--- config.mk ---
export PLATFORM = sky130hd
export DESIGN_NAME = fifo_param
export DESIGN_NICKNAME = d
export VERILOG_FILES = /design/src/rtl/fifo_param.sv
export SDC_FILE = /design/constraint.sdc
export NUM_CORES = 1
export LEC_CHECK = 0
export ABC_AREA = 0
export ABC_CLOCK_PERIOD_IN_PS = 5300
export BUFFER_PORTS_ARGS = -buffer_cell sky130_fd_sc_hd__buf_2
export CAP_MARGIN = 20
export CELL_PAD_IN_SITES_DETAIL_PLACEMENT = 1
export CELL_PAD_IN_SITES_GLOBAL_PLACEMENT = 1
export CORE_ASPECT_RATIO = 0.6
export CORE_MARGIN = 8
export CORE_UTILIZATION = 50
export DETAILED_ROUTE_END_ITERATION = 10
export HOLD_SLACK_MARGIN = 0.03
export PLACE_DENSITY = 0.86
export SLEW_MARGIN = 20
export SYNTH_ARGS = -nofsm -noshare
export SYNTH_HDL_FRONTEND = slang
export SYNTH_SLANG_ARGS = --single-unit
--- constraint.sdc ---
create_clock -name CLK -period 5.3 [get_ports CLK]
set_clock_uncertainty 0.2 [all_clocks]
set_input_delay 0.795 -clock CLK [delete_from_list [all_inputs] [get_ports CLK]]
set_output_delay 0.795 -clock CLK [all_outputs]
set_load 0.01 [all_outputs]
--- src/rtl/fifo_param.sv ---
// fifo_param: parametrised synchronous FIFO with ENA/RDY method handshakes.
//
// Stores up to DEPTH entries of WIDTH bits in a register array. Pointers wrap
// explicitly at DEPTH-1, so any DEPTH >= 2 works (power of two not required).
// There is no bypass path: an entry written this cycle is first visible on
// `first` after the edge, and a full FIFO refuses enq even when deq fires.
//
// Parameters:
//   WIDTH        data width of enq_v and first
//   DEPTH        number of entries (>= 2)
//   AFULL_LEVEL  occupancy at or above which afull asserts (1..DEPTH)
//   CNTW         width of count (derived)
//
// Ports:
//   CLK          clock, rising edge
//   nRST         asynchronous active-low reset
//   enq__ENA     enqueue request, honoured only while enq__RDY=1
//   enq_v        data to enqueue
//   enq__RDY     FIFO not full
//   deq__ENA     dequeue request, honoured only while deq__RDY=1
//   deq__RDY     FIFO not empty
//   first        head entry, all zeros while empty
//   first__RDY   FIFO not empty (same as deq__RDY)
//   count        current occupancy 0..DEPTH
//   afull        count >= AFULL_LEVEL
module fifo_param #(
  parameter int unsigned WIDTH       = 32,
  parameter int unsigned DEPTH       = 4,
  parameter int unsigned AFULL_LEVEL = DEPTH - 1,
  localparam int unsigned CNTW       = $clog2(DEPTH + 1)
) (
  input  logic             CLK,
  input  logic             nRST,
  input  logic             enq__ENA,
  input  logic [WIDTH-1:0] enq_v,
  output logic             enq__RDY,
  input  logic             deq__ENA,
  output logic             deq__RDY,
  output logic [WIDTH-1:0] first,
  output logic             first__RDY,
  output logic [CNTW-1:0]  count,
  output logic             afull
);

  localparam int unsigned PTRW = (DEPTH > 1) ? $clog2(DEPTH) : 1;

  localparam logic [PTRW-1:0] LastPtr  = PTRW'(DEPTH - 1);
  localparam logic [CNTW-1:0] FullCnt  = CNTW'(DEPTH);
  localparam logic [CNTW-1:0] AfullCnt = CNTW'(AFULL_LEVEL);

  logic [WIDTH-1:0] r_mem [DEPTH];
  logic [PTRW-1:0]  r_wp;
  logic [PTRW-1:0]  r_rp;
  logic [CNTW-1:0]  r_cnt;

  logic             w_full;
  logic             w_not_empty;
  logic             w_enq_fire;
  logic             w_deq_fire;
  logic [PTRW-1:0]  w_wp_next;
  logic [PTRW-1:0]  w_rp_next;

  // Status derives only from registered occupancy, so no ENA->RDY path exists.
  assign w_full      = (r_cnt == FullCnt);
  assign w_not_empty = (r_cnt != '0);

  assign w_enq_fire  = enq__ENA & ~w_full;
  assign w_deq_fire  = deq__ENA & w_not_empty;

  // Explicit wrap keeps non-power-of-two depths inside 0..DEPTH-1.
  assign w_wp_next   = (r_wp == LastPtr) ? '0 : r_wp + 1'b1;
  assign w_rp_next   = (r_rp == LastPtr) ? '0 : r_rp + 1'b1;

  always_ff @(posedge CLK or negedge nRST) begin
    if (!nRST) begin
      r_wp  <= '0;
      r_rp  <= '0;
      r_cnt <= '0;
    end else begin
      if (w_enq_fire) begin
        r_wp <= w_wp_next;
      end
      if (w_deq_fire) begin
        r_rp <= w_rp_next;
      end
      unique case ({w_enq_fire, w_deq_fire})
        2'b10:   r_cnt <= r_cnt + 1'b1;
        2'b01:   r_cnt <= r_cnt - 1'b1;
        default: r_cnt <= r_cnt;
      endcase
    end
  end

  // Storage is not reset; stale contents are hidden because first is masked when empty.
  always_ff @(posedge CLK) begin
    if (w_enq_fire) begin
      r_mem[r_wp] <= enq_v;
    end
  end

  assign enq__RDY   = ~w_full;
  assign deq__RDY   = w_not_empty;
  assign first__RDY = w_not_empty;
  assign first      = w_not_empty ? r_mem[r_rp] : '0;
  assign count      = r_cnt;
  assign afull      = (r_cnt >= AfullCnt);

endmodule

Yosys cells after proc, flatten, opt, wreduce, memory -nomap -nowiden
Memory sizes are Yosys's and may differ from the RTL's.
Index checks and enable logic that the tools add are counted.
- bitwise logic cells: 3
- add/subtract/negate cells: 4
- mux-type cells: 6
- eq/ne operators: 5
- reductions and logical operators: 2
- $lt $le $gt $ge: 1
- operator list (cell ; count):
    $mux 32 ; 1
    $eq 2x2->1 const B ; 3
    $pmux 3 s2 ; 1
    $add 2x1->2 const B ; 2
    $mux 2 ; 2
    $add 3x1->3 const B ; 1
    $eq 3x3->1 const B ; 1
    $ge 3x2->1 const B ; 1
    $reduce_bool 3->1 ; 1
    $sub 3x1->3 const B ; 1
    $and 1x1->1 ; 2
    $eq 2x1->1 const B ; 1
    $mux 1 ; 2
    $reduce_bool 2->1 ; 1
    $not 1->1 ; 1
- output and inout port bits: 39
- logic and storage cells: 25
- bits in registers: 7
- bits of input ports: 36
- memories kept: 1
- bits in writable memories: 128
- memories (name ; depth ; bits a word ; rd ports ; clocked after memory_dff ; wr ports ; RTL line ; RTL):
    r_mem ; 4 ; 32 ; 1 ; 0 ; 1 ; 51 ; logic [WIDTH-1:0] r_mem [DEPTH];

Longest topological paths before layout
Gate-level depths: netlist of the first run.
- depth in word-level cells: 5
- gate-level depth with buffers: 9
- mapped depth without buffers: 9

Worst setup path before layout of the first run
No wires, ideal clock.
- path type: reg-to-reg
- start point: register r_cnt[0], in the netlist count[0]
- end point: register r_cnt[2], in the netlist count[2]
- setup slack: 2.935 ns
- data required time: 5.021 ns
- stages on the path, launching flop included: 10
- path buffers: 0
- data arrival time: 2.086 ns
- library setup time: 0.079 ns
- clock period less this slack: 2.365 ns
- cell sequence: dfrtp_1 -> or3b_4 -> and2_4 -> inv_1 -> ha_1 -> inv_1 -> fa_1 -> xor2_1 -> nor2_1 -> xor2_1
- cells in the longest elaborated chain, start to end: 5
- elaborated cells on any way between the ends: 11
- classes of those cells: 2 x add/sub; 3 x eq/ne; 1 x mux; 3 x bitwise; 2 x reduce/logical
- RTL lines (item ; RTL line ; RTL):
    from (decl) ; 54 ; logic [CNTW-1:0] r_cnt;
    from (signal assigned) ; 87 ; 2'b10: r_cnt <= r_cnt + 1'b1;
    from (signal assigned) ; 88 ; 2'b01: r_cnt <= r_cnt - 1'b1;
    from (signal assigned) ; 89 ; default: r_cnt <= r_cnt;
    $eq 3x3->1 * ; 64 ; assign w_full = (r_cnt == FullCnt);
    $not 1->1 * ; - ;
    named net enq__RDY ; 36 ; output logic enq__RDY,
    $and 1x1->1 * ; 67 ; assign w_enq_fire = enq__ENA & ~w_full;
    $eq 2x1->1 or $eq 2x2->1 (tied branches) ; 86 ; unique case ({w_enq_fire, w_deq_fire})
    $pmux 3 s2 or $reduce_bool 2->1 (tied branches) ; - ;
The timed path passes the listed nets; every way through them passes the cells marked *.
A chain may end at the register's enable or synchronous reset.

Worst setup path after layout of the first run
- start point: register r_rp[0]
- end point: output port first[16]
- cells in the longest elaborated chain, start to end: 2
- RTL lines (item ; RTL line ; RTL):
    from (decl) ; 53 ; logic [PTRW-1:0] r_rp;
    from (signal assigned) ; 84 ; r_rp <= w_rp_next;
    $mem_v2 4x32 ; - ;
    $mux 32 ; 104 ; assign first = w_not_empty ? r_mem[r_rp] : '0;
    to (decl) ; 39 ; output logic [WIDTH-1:0] first,
Every way passes these cells.

==> results.md, run 1 <==
- Setup repair after global routing left no endpoint under its margin.
- Of all cell types, the one taking the most synthesized area is sky130_fd_sc_hd__edfxtp_1.
- The total design power is 0.00395 W.
- After the last flow step, the layout net total stands at 370.
- The H-tree level count is 4.
- In the global route stage, overall resource usage came out at 0.164.
- The critical register-to-register path startpoint is count[0]$_DFFE_PN0P_.
- Ranked by instance count, the synthesized netlist is headed by sky130_fd_sc_hd__edfxtp_1, sky130_fd_sc_hd__and2_1, sky130_fd_sc_hd__mux4_2.
- The worst-case IR drop observed on VDD is 312 uV.
- The flip-flop cell with the highest count after synthesis is sky130_fd_sc_hd__edfxtp_1.
- The initial antenna violation count came to 0.
- The mean post-synth cell area is 21.9 sq um.
- The remaining antenna violation count after routing is 0.
- Following the worst setup path forward leads to its endpoint at first[16].
- The number of buffer cells added on primary ports is 74.
- For the final routed database, the setup TNS stands at 0 ns.
- The vias per cell is 5.36.
- In this run the power density over the cells is 615 mW/mm^2.
- The clock period minus final worst setup slack is 3.30 ns.
- In this run the tightest slew margin relative to its limit is 0.402.
- The tree is rooted in a sky130_fd_sc_hd__clkbuf_16.
- Of the post-synthesis cell area, the dominant cell type holds 0.719.
- Once the clock tree was built, the setup fixing pass inserted 0 buffers.
- The die width is 149 microns.
- The final layout contains routed wiring with a total length of 11.0 mm.
- TritonCTS built the clock tree.
- The clock insertion delay at the later pin of the skew report is 0.41 ns.
- The final count of pins violating max slew was 0.
- The achievable clock frequency is 303 MHz.
- The core footprint is 0.0105 sq mm.
- The number of filler cells placed in the layout is 900.
- The Yosys step of the flow raised 0 warnings.
- The flow ran to the end, and the final reports show no timing, DRC or antenna violations.
- Of the synthesized area, sequential elements account for 0.752.
- The number of enable flip-flop cells after synthesis is 128.
- The worst reg2reg path endpoint is count[2]$_DFFE_PN0P_.
- The area growth from synthesis to layout is 20.1%.
- The HPWL reported at the end of detailed placement is 6.77 mm.
- The first-pass GRT wire length is 16.9 mm.
- In the routed design, unresolved DRC markers number 0.
- The critical path is of the reg -> out type.
- The area enclosed by the die boundary is 0.0144 sq mm.
- The initial cell density of the core is 0.509.
- The most numerous cell in the Yosys netlist is sky130_fd_sc_hd__edfxtp_1.
- The share of synthesized registers carrying an async set or reset is 0.0519.
- The net count of the mapped netlist is 287.
- Synthesis produced a netlist whose cell count is 244.
- The die span in y is 96.1 microns.
- Clock-pin slew was measured on the worst setup and hold paths at 0.06 ns.
- The global placement routability congestion is 0.725.
- The average wire per cell in the routed design is 23.0 microns.
- The first-pass iteration count of the detailed router is 4.
- Clock tree synthesis inserted a total of 17 buffers.
- The nature of the critical path endpoint is an output port.
- The count of max-cap constraint violations is 0.
- The count of cell types in the netlist is 23.
- CTS saw 135 sinks.
- In the final layout, the share of cells above drive strength 1 is 0.441.
- Entering global routing, the biggest net connects 36 pins.
- The fraction of the cycle the final worst path needs is 0.623.
- Counting instances, the worst hold path has a depth of 1.
- The number of placement rows is 29.
- The worst hold path belongs to the class reg -> reg.
- Measured in cells, the most critical reg-to-reg path has a length of 9.
- The start point of the critical path is r_rp[0]$_DFFE_PN0P_.
- The count of inserted antenna diode cells is 0.
- The detailed router's first-iteration violation count is 180.
- During I/O placement, the number of pins put on the boundary was 75.
- The register-to-register setup slack is 2.81 ns.
- The number of vias in the routed layout is 2569.
- The required time at the endpoint of the critical path is 4.30 ns.
- At the worst endpoint, the arrival time is 2.31 ns.
- At the pin with the least slew margin, the transition time is 0.896 ns.
- Ranked by total cell area, the synthesized netlist is headed by sky130_fd_sc_hd__edfxtp_1, sky130_fd_sc_hd__mux4_2, sky130_fd_sc_hd__and2_1.
- Summing every instance area after synthesis gives 0.00534 sq mm.
- The setup violation total in the final timing report is 0.
- The number of global-route vias before repair is 2937.
- The worst setup path is launched from a register.
- Summed over all cells, the static leakage comes to 2.30 nW.
- The number of hold violations in the final report came to 0.
- The worst-case clock buffer depth is 2.
- The number of register bits inferred by synthesis is 135.
- The peak fanout along the critical path is 34.
- After global routing the overflow that remains totals 0.
-- stage by stage --
stage | hold WS [ns] | std cells | cell area, sq um | worst slack, ns | utilization
after floorplan | 0.299 | 244 | 5340 | 2.93 | -
after global placement | 0.316 | 446 | 5810 | 2.45 | 0.554
after detailed placement | 0.342 | 446 | 5810 | 2.38 | 0.554
after CTS | 0.354 | 479 | 6410 | 1.93 | 0.612
after global routing | 0.375 | 479 | 6410 | 1.82 | 0.612
final | 0.352 | 479 | 6410 | 2.00 | 0.612
-- flip-flops by register name (all words and copies together) (netlist names) --
register	cells
r_rp	2
count	3
r_mem	128
r_wp	2
-- layout make-up --
| class | count | area (sq um) | area share |
|---|---|---|---|
| flip-flops and latches | 135 | 4020 | 0.627 |
| clock buffers | 20 | 447 | 0.0696 |
| repair buffers | 76 | 388 | 0.0605 |
| multi-input cells | 91 | 1210 | 0.189 |
| clock inverters | 12 | 153 | 0.0238 |
| inverters | 6 | 22.5 | 0.00351 |
| well taps | 139 | 174 | 0.0271 |
-- per-layer routing --
layer / share of wire / up-vias / global-route usage
met5: 0 / - / 0
li1: - / 1152 / -
met1: 0.44 / 1332 / 0.204
met4: 0.0097 / 0 / 0.0468
met2: 0.49 / 70 / 0.263
met3: 0.060 / 15 / 0.0657
-- worst max-delay path: stages, from the launching register on --
cell	delay, ns
sky130_fd_sc_hd__dfrtp_2	0.38
sky130_fd_sc_hd__buf_4	0.55
sky130_fd_sc_hd__mux4_1	0.63
sky130_fd_sc_hd__and2_1	0.18
sky130_fd_sc_hd__buf_2	0.14
-- placed cells by master (no fill, tap or decap), types with 4 or more instances in the layout --
cell,n
sky130_fd_sc_hd__clkbuf_16,17
sky130_fd_sc_hd__edfxtp_1,128
sky130_fd_sc_hd__buf_2,74
sky130_fd_sc_hd__and3_2,4
sky130_fd_sc_hd__clkinvlp_4,4
sky130_fd_sc_hd__dfrtp_1,5
sky130_fd_sc_hd__ha_1,6
sky130_fd_sc_hd__mux4_2,30
sky130_fd_sc_hd__mux2_4,4
sky130_fd_sc_hd__inv_1,6
sky130_fd_sc_hd__and2_1,32
-- logic make-up (layout without fill, tap and decap cells) --
group / after synthesis / in the layout / share of synthesized area
DFF: 135 / 135 / 0.752
buffers and inverters: 18 / 114 / 0.0213
muxes: 37 / 37 / 0.149
xor gates and xnor gates: 3 / 3 / 0.00492
and+or+nand+nor: 43 / 43 / 0.0527
AOI/OAI and AO/OA: 1 / 1 / 0.00164
adders and majority gates: 7 / 7 / 0.0178
-- where the power goes --
| part | internal (W) | switching (W) |
|---|---|---|
| Sequential | 0.00142 | 0.000132 |
| Combinational | 0.000595 | 0.000613 |
| Clock | 0.000750 | 0.000436 |
-- how the worst min path moves through the flow --
stage	start	endpoint	slack [ns]
2_1_floorplan	nRST	count[0]$_DFFE_PN0P_	0.30
3_3_place_gp	count[2]$_DFFE_PN0P_	count[2]$_DFFE_PN0P_	0.32
3_5_place_dp	count[2]$_DFFE_PN0P_	count[2]$_DFFE_PN0P_	0.34
4_1_cts	count[2]$_DFFE_PN0P_	count[2]$_DFFE_PN0P_	0.35
5_1_grt	enq_v[16]	r_mem[3][16]$_DFFE_PP_	0.37
6_report	count[2]$_DFFE_PN0P_	count[2]$_DFFE_PN0P_	0.35
-- what timing repair did --
item | in CTS | in global routing
hold buffers | 1 | 0
gates resized for setup | 0 | 0
hold endpoints to repair | 7 | 0
endpoints found under the setup margin | 0 | 0
Power figures use the tool's default switching activity.
==> run 2, diff against run 1 <==
Settings changed: ABC_CLOCK_PERIOD_IN_PS 5300 to 2640, CORE_UTILIZATION 50 to 44, PLACE_DENSITY 0.86 to 0.8.
Clock period 5.3 ns to 2.64 ns, I/O delays scaled along.
==> run 2 against run 1 <==
Compared with the run above:
- core utilization down 4.4 points
- power up 100%
- sequential share of layout area down 3.4 points
- highest routed layer unchanged
==> results.md, run 2 (synthesis results as in run 1) <==
- The worst-case clock buffer depth is 2.
- The worst setup path is captured at an output port.
- The critical path is of the reg -> out type.
- The headroom to the max-slew limit is 0.391.
- The global placement routability congestion is 0.728.
- The cell with the largest stage delay on the worst path is sky130_fd_sc_hd__mux4_1.
- The first global-routing pass estimated 17.1 mm of wire.
- The number of clock buffers inserted by TritonCTS is 17.
- The number of hold violations in the final report is 0.
- In this design, the stage delay of the slowest critical-path cell is 0.58 ns.
- Across all register-to-register paths, the minimum setup slack is 0.14 ns.
- Traced cell by cell, the critical path runs through buf_12, mux4_1, and2_1, buf_2.
- The clock-pin slew on the worst setup and hold paths is 0.06 ns.
- The worst hold path belongs to the class in -> reg.
- The sum of negative setup slack is 0 ns.
- The area overhead of the layout relative to synthesis is 27.0%.
- In this run the power density over the cells is 1180 mW/mm^2.
- The cell at the root of the clock tree is sky130_fd_sc_hd__clkbuf_16.
- Once detailed placement completed, the half-perimeter wirelength came to 6.90 mm.
- The achievable clock frequency is 395 MHz.
- In this run, the number of DRC markers left after iteration 0 of detailed routing was 124.
- Hold is met by 0.0454 ns.
- For the worst setup path, the data arrival time is 1.93 ns.
- The clock period minus final worst setup slack is 2.53 ns.
- Clock tree synthesis found a total of 135 sinks.
- The core footprint is 0.0119 sq mm.
- 75 I/O pins were placed.
- Setup violations remaining at the end of the flow were counted as 0.
- The most common cell after layout, fill and taps aside is sky130_fd_sc_hd__edfxtp_1.
- The H-tree was split into 4 levels.
- STA puts the critical path data required time at 2.04 ns.
- The initial cell density of the core is 0.447.
- For the pin with the worst max-slew slack, the measured transition is 0.914 ns.
- The total congestion overflow is 0.
- The filler cells instantiated in the layout total 1070.
- The number of design rule violations left after detail routing is 0.
- Dividing the detail-routed wire length by the instance count gives 20.8 microns.
- Setup repair after global routing left no endpoint under its margin.
- The final count of pins violating max slew is 0.
- The count of inserted antenna diode cells is 0.
- Along the worst path, the maximum fanout reaches 18.
- Of the available clock period, the critical path in the final layout requires 0.959.
- Across every metal layer, demand over resource in global routing totals 0.149.
- The number of global-route vias before repair is 3020.
- The count of nets left with antenna violations once routing finished came out at 0.
- The number of placement rows is 31.
- The floorplan step set the die height to 101 microns.
- Post-CTS repair changed the size of 0 cells.
- The share of post-route cells with drive strength above 1 is 0.409.
- The number of vias in the routed layout is 2685.
- The TritonCTS clock tree is yes.
- The count of max-cap constraint violations is 0.
- The floorplan step defined a die boundary enclosing 0.0160 sq mm.
- The number of nets in the final layout is 402.
- Summed over all cells, the static leakage comes to 2.46 nW.
- The initial antenna violation count was 0.
- The first-pass iteration count of the detailed router is 4.
- Entering global routing, the biggest net connects 35 pins.
- IR analysis of the VDD net gives a maximum drop of 539 uV.
- The total non-filler cell area in the finished layout is 0.00679 sq mm.
- The placement-stage cell area is 0.00590 sq mm.
- r_mem holds more flip-flops than any other register.
- Input and output buffers added on the ports amount to 74.
- The die width is 158 microns.
- After detailed routing, the number of vias per cell comes to 5.00.
- For the worst-skew pair, the clock arrives at the later sink with an insertion delay of 0.41 ns.
- The flip-flop count of the largest register after layout is 128.
- STA classifies the critical path startpoint as a register.
- The flow ran to the end, and the final reports show no timing, DRC or antenna violations.
- The wire length reported by the detailed router is 11.1 mm.
- In the layout the commonest cells are sky130_fd_sc_hd__edfxtp_1, sky130_fd_sc_hd__buf_2, sky130_fd_sc_hd__and2_1, sky130_fd_sc_hd__mux4_2, sky130_fd_sc_hd__dlygate4sd3_1.
==> run 2: cell types whose count changed in the layout (fill, tap and decap cells not counted) <==
cell                            change
sky130_fd_sc_hd__buf_12             +3
sky130_fd_sc_hd__clkbuf_8           -1
sky130_fd_sc_hd__clkinv_1           +1
sky130_fd_sc_hd__clkinv_2           +1
sky130_fd_sc_hd__clkinv_4           +2
sky130_fd_sc_hd__clkinvlp_4         -3
sky130_fd_sc_hd__dlygate4sd3_1     +29
==> run 2: path summary, 6_finish.rpt <==
check,startpoint,to,cells past startpoint
min,enq_v[11],r_mem[0][11]$_DFFE_PP_,1
min in group asynchronous,nRST,r_wp[1]$_DFFE_PN0P_,2
max,r_rp[0]$_DFFE_PN0P_,first[14],4
max reg2reg,count[0]$_DFFE_PN0P_,count[2]$_DFFE_PN0P_,9
min reg2reg,count[2]$_DFFE_PN0P_,count[2]$_DFFE_PN0P_,1
max in group asynchronous,nRST,r_rp[0]$_DFFE_PN0P_,2
==> run 2: final cells by class <==
class | instances | area, sq um | share of cell area
well taps | 165 | 206 | 0.0304
multi-input cells | 91 | 1210 | 0.178
flip-flops and latches | 135 | 4020 | 0.592
clock buffers | 19 | 433 | 0.0638
inverters | 6 | 22.5 | 0.00332
clock inverters | 13 | 156 | 0.0230
repair buffers | 108 | 738 | 0.109
==> run 2: worst max-delay path: cells and delay by family (launching register included) <==
family                 cells  cell delay, ns
buffers and inverters      2            0.34
muxes                      1            0.58
and+or+nand+nor            1            0.20
DFF                        1            0.41
==> run 2: layer usage <==
metal  track usage  vias to the layer above  wire, microns
met5             0                        -              0
met2         0.236                       81           5380
met1         0.189                     1390           5030
li1              -                     1209              -
met3        0.0554                        5            667
met4        0.0469                        0             71
==> run 2: stage by stage <==
stage                     setup slack [ns]  instances  total power (W)   util
after floorplan                      0.275        244          0.00477      -
after global placement               0.283        475          0.00567  0.494
after detailed placement             0.163        475          0.00577  0.494
after CTS                           0.0778        537          0.00815  0.568
after global routing               0.00704        537          0.00844  0.568
final                                0.109        537          0.00802  0.568
==> run 2: timing repair <==
item                       4_1_cts  5_1_grt
hold endpoints to repair       123        0
setup buffers                    0        0
hold buffers                    30        0
setup endpoints to repair        0        0
==> run 2: where the power goes <==
group | switching (W) | total (W) | internal [W] | leakage (nW)
Combinational | 0.00137 | 0.00267 | 0.00130 | 0.916
Sequential | 0.000160 | 0.00301 | 0.00285 | 1.25
Clock | 0.000857 | 0.00234 | 0.00148 | 0.288
Total | 0.00239 | 0.00802 | 0.00564 | 2.46
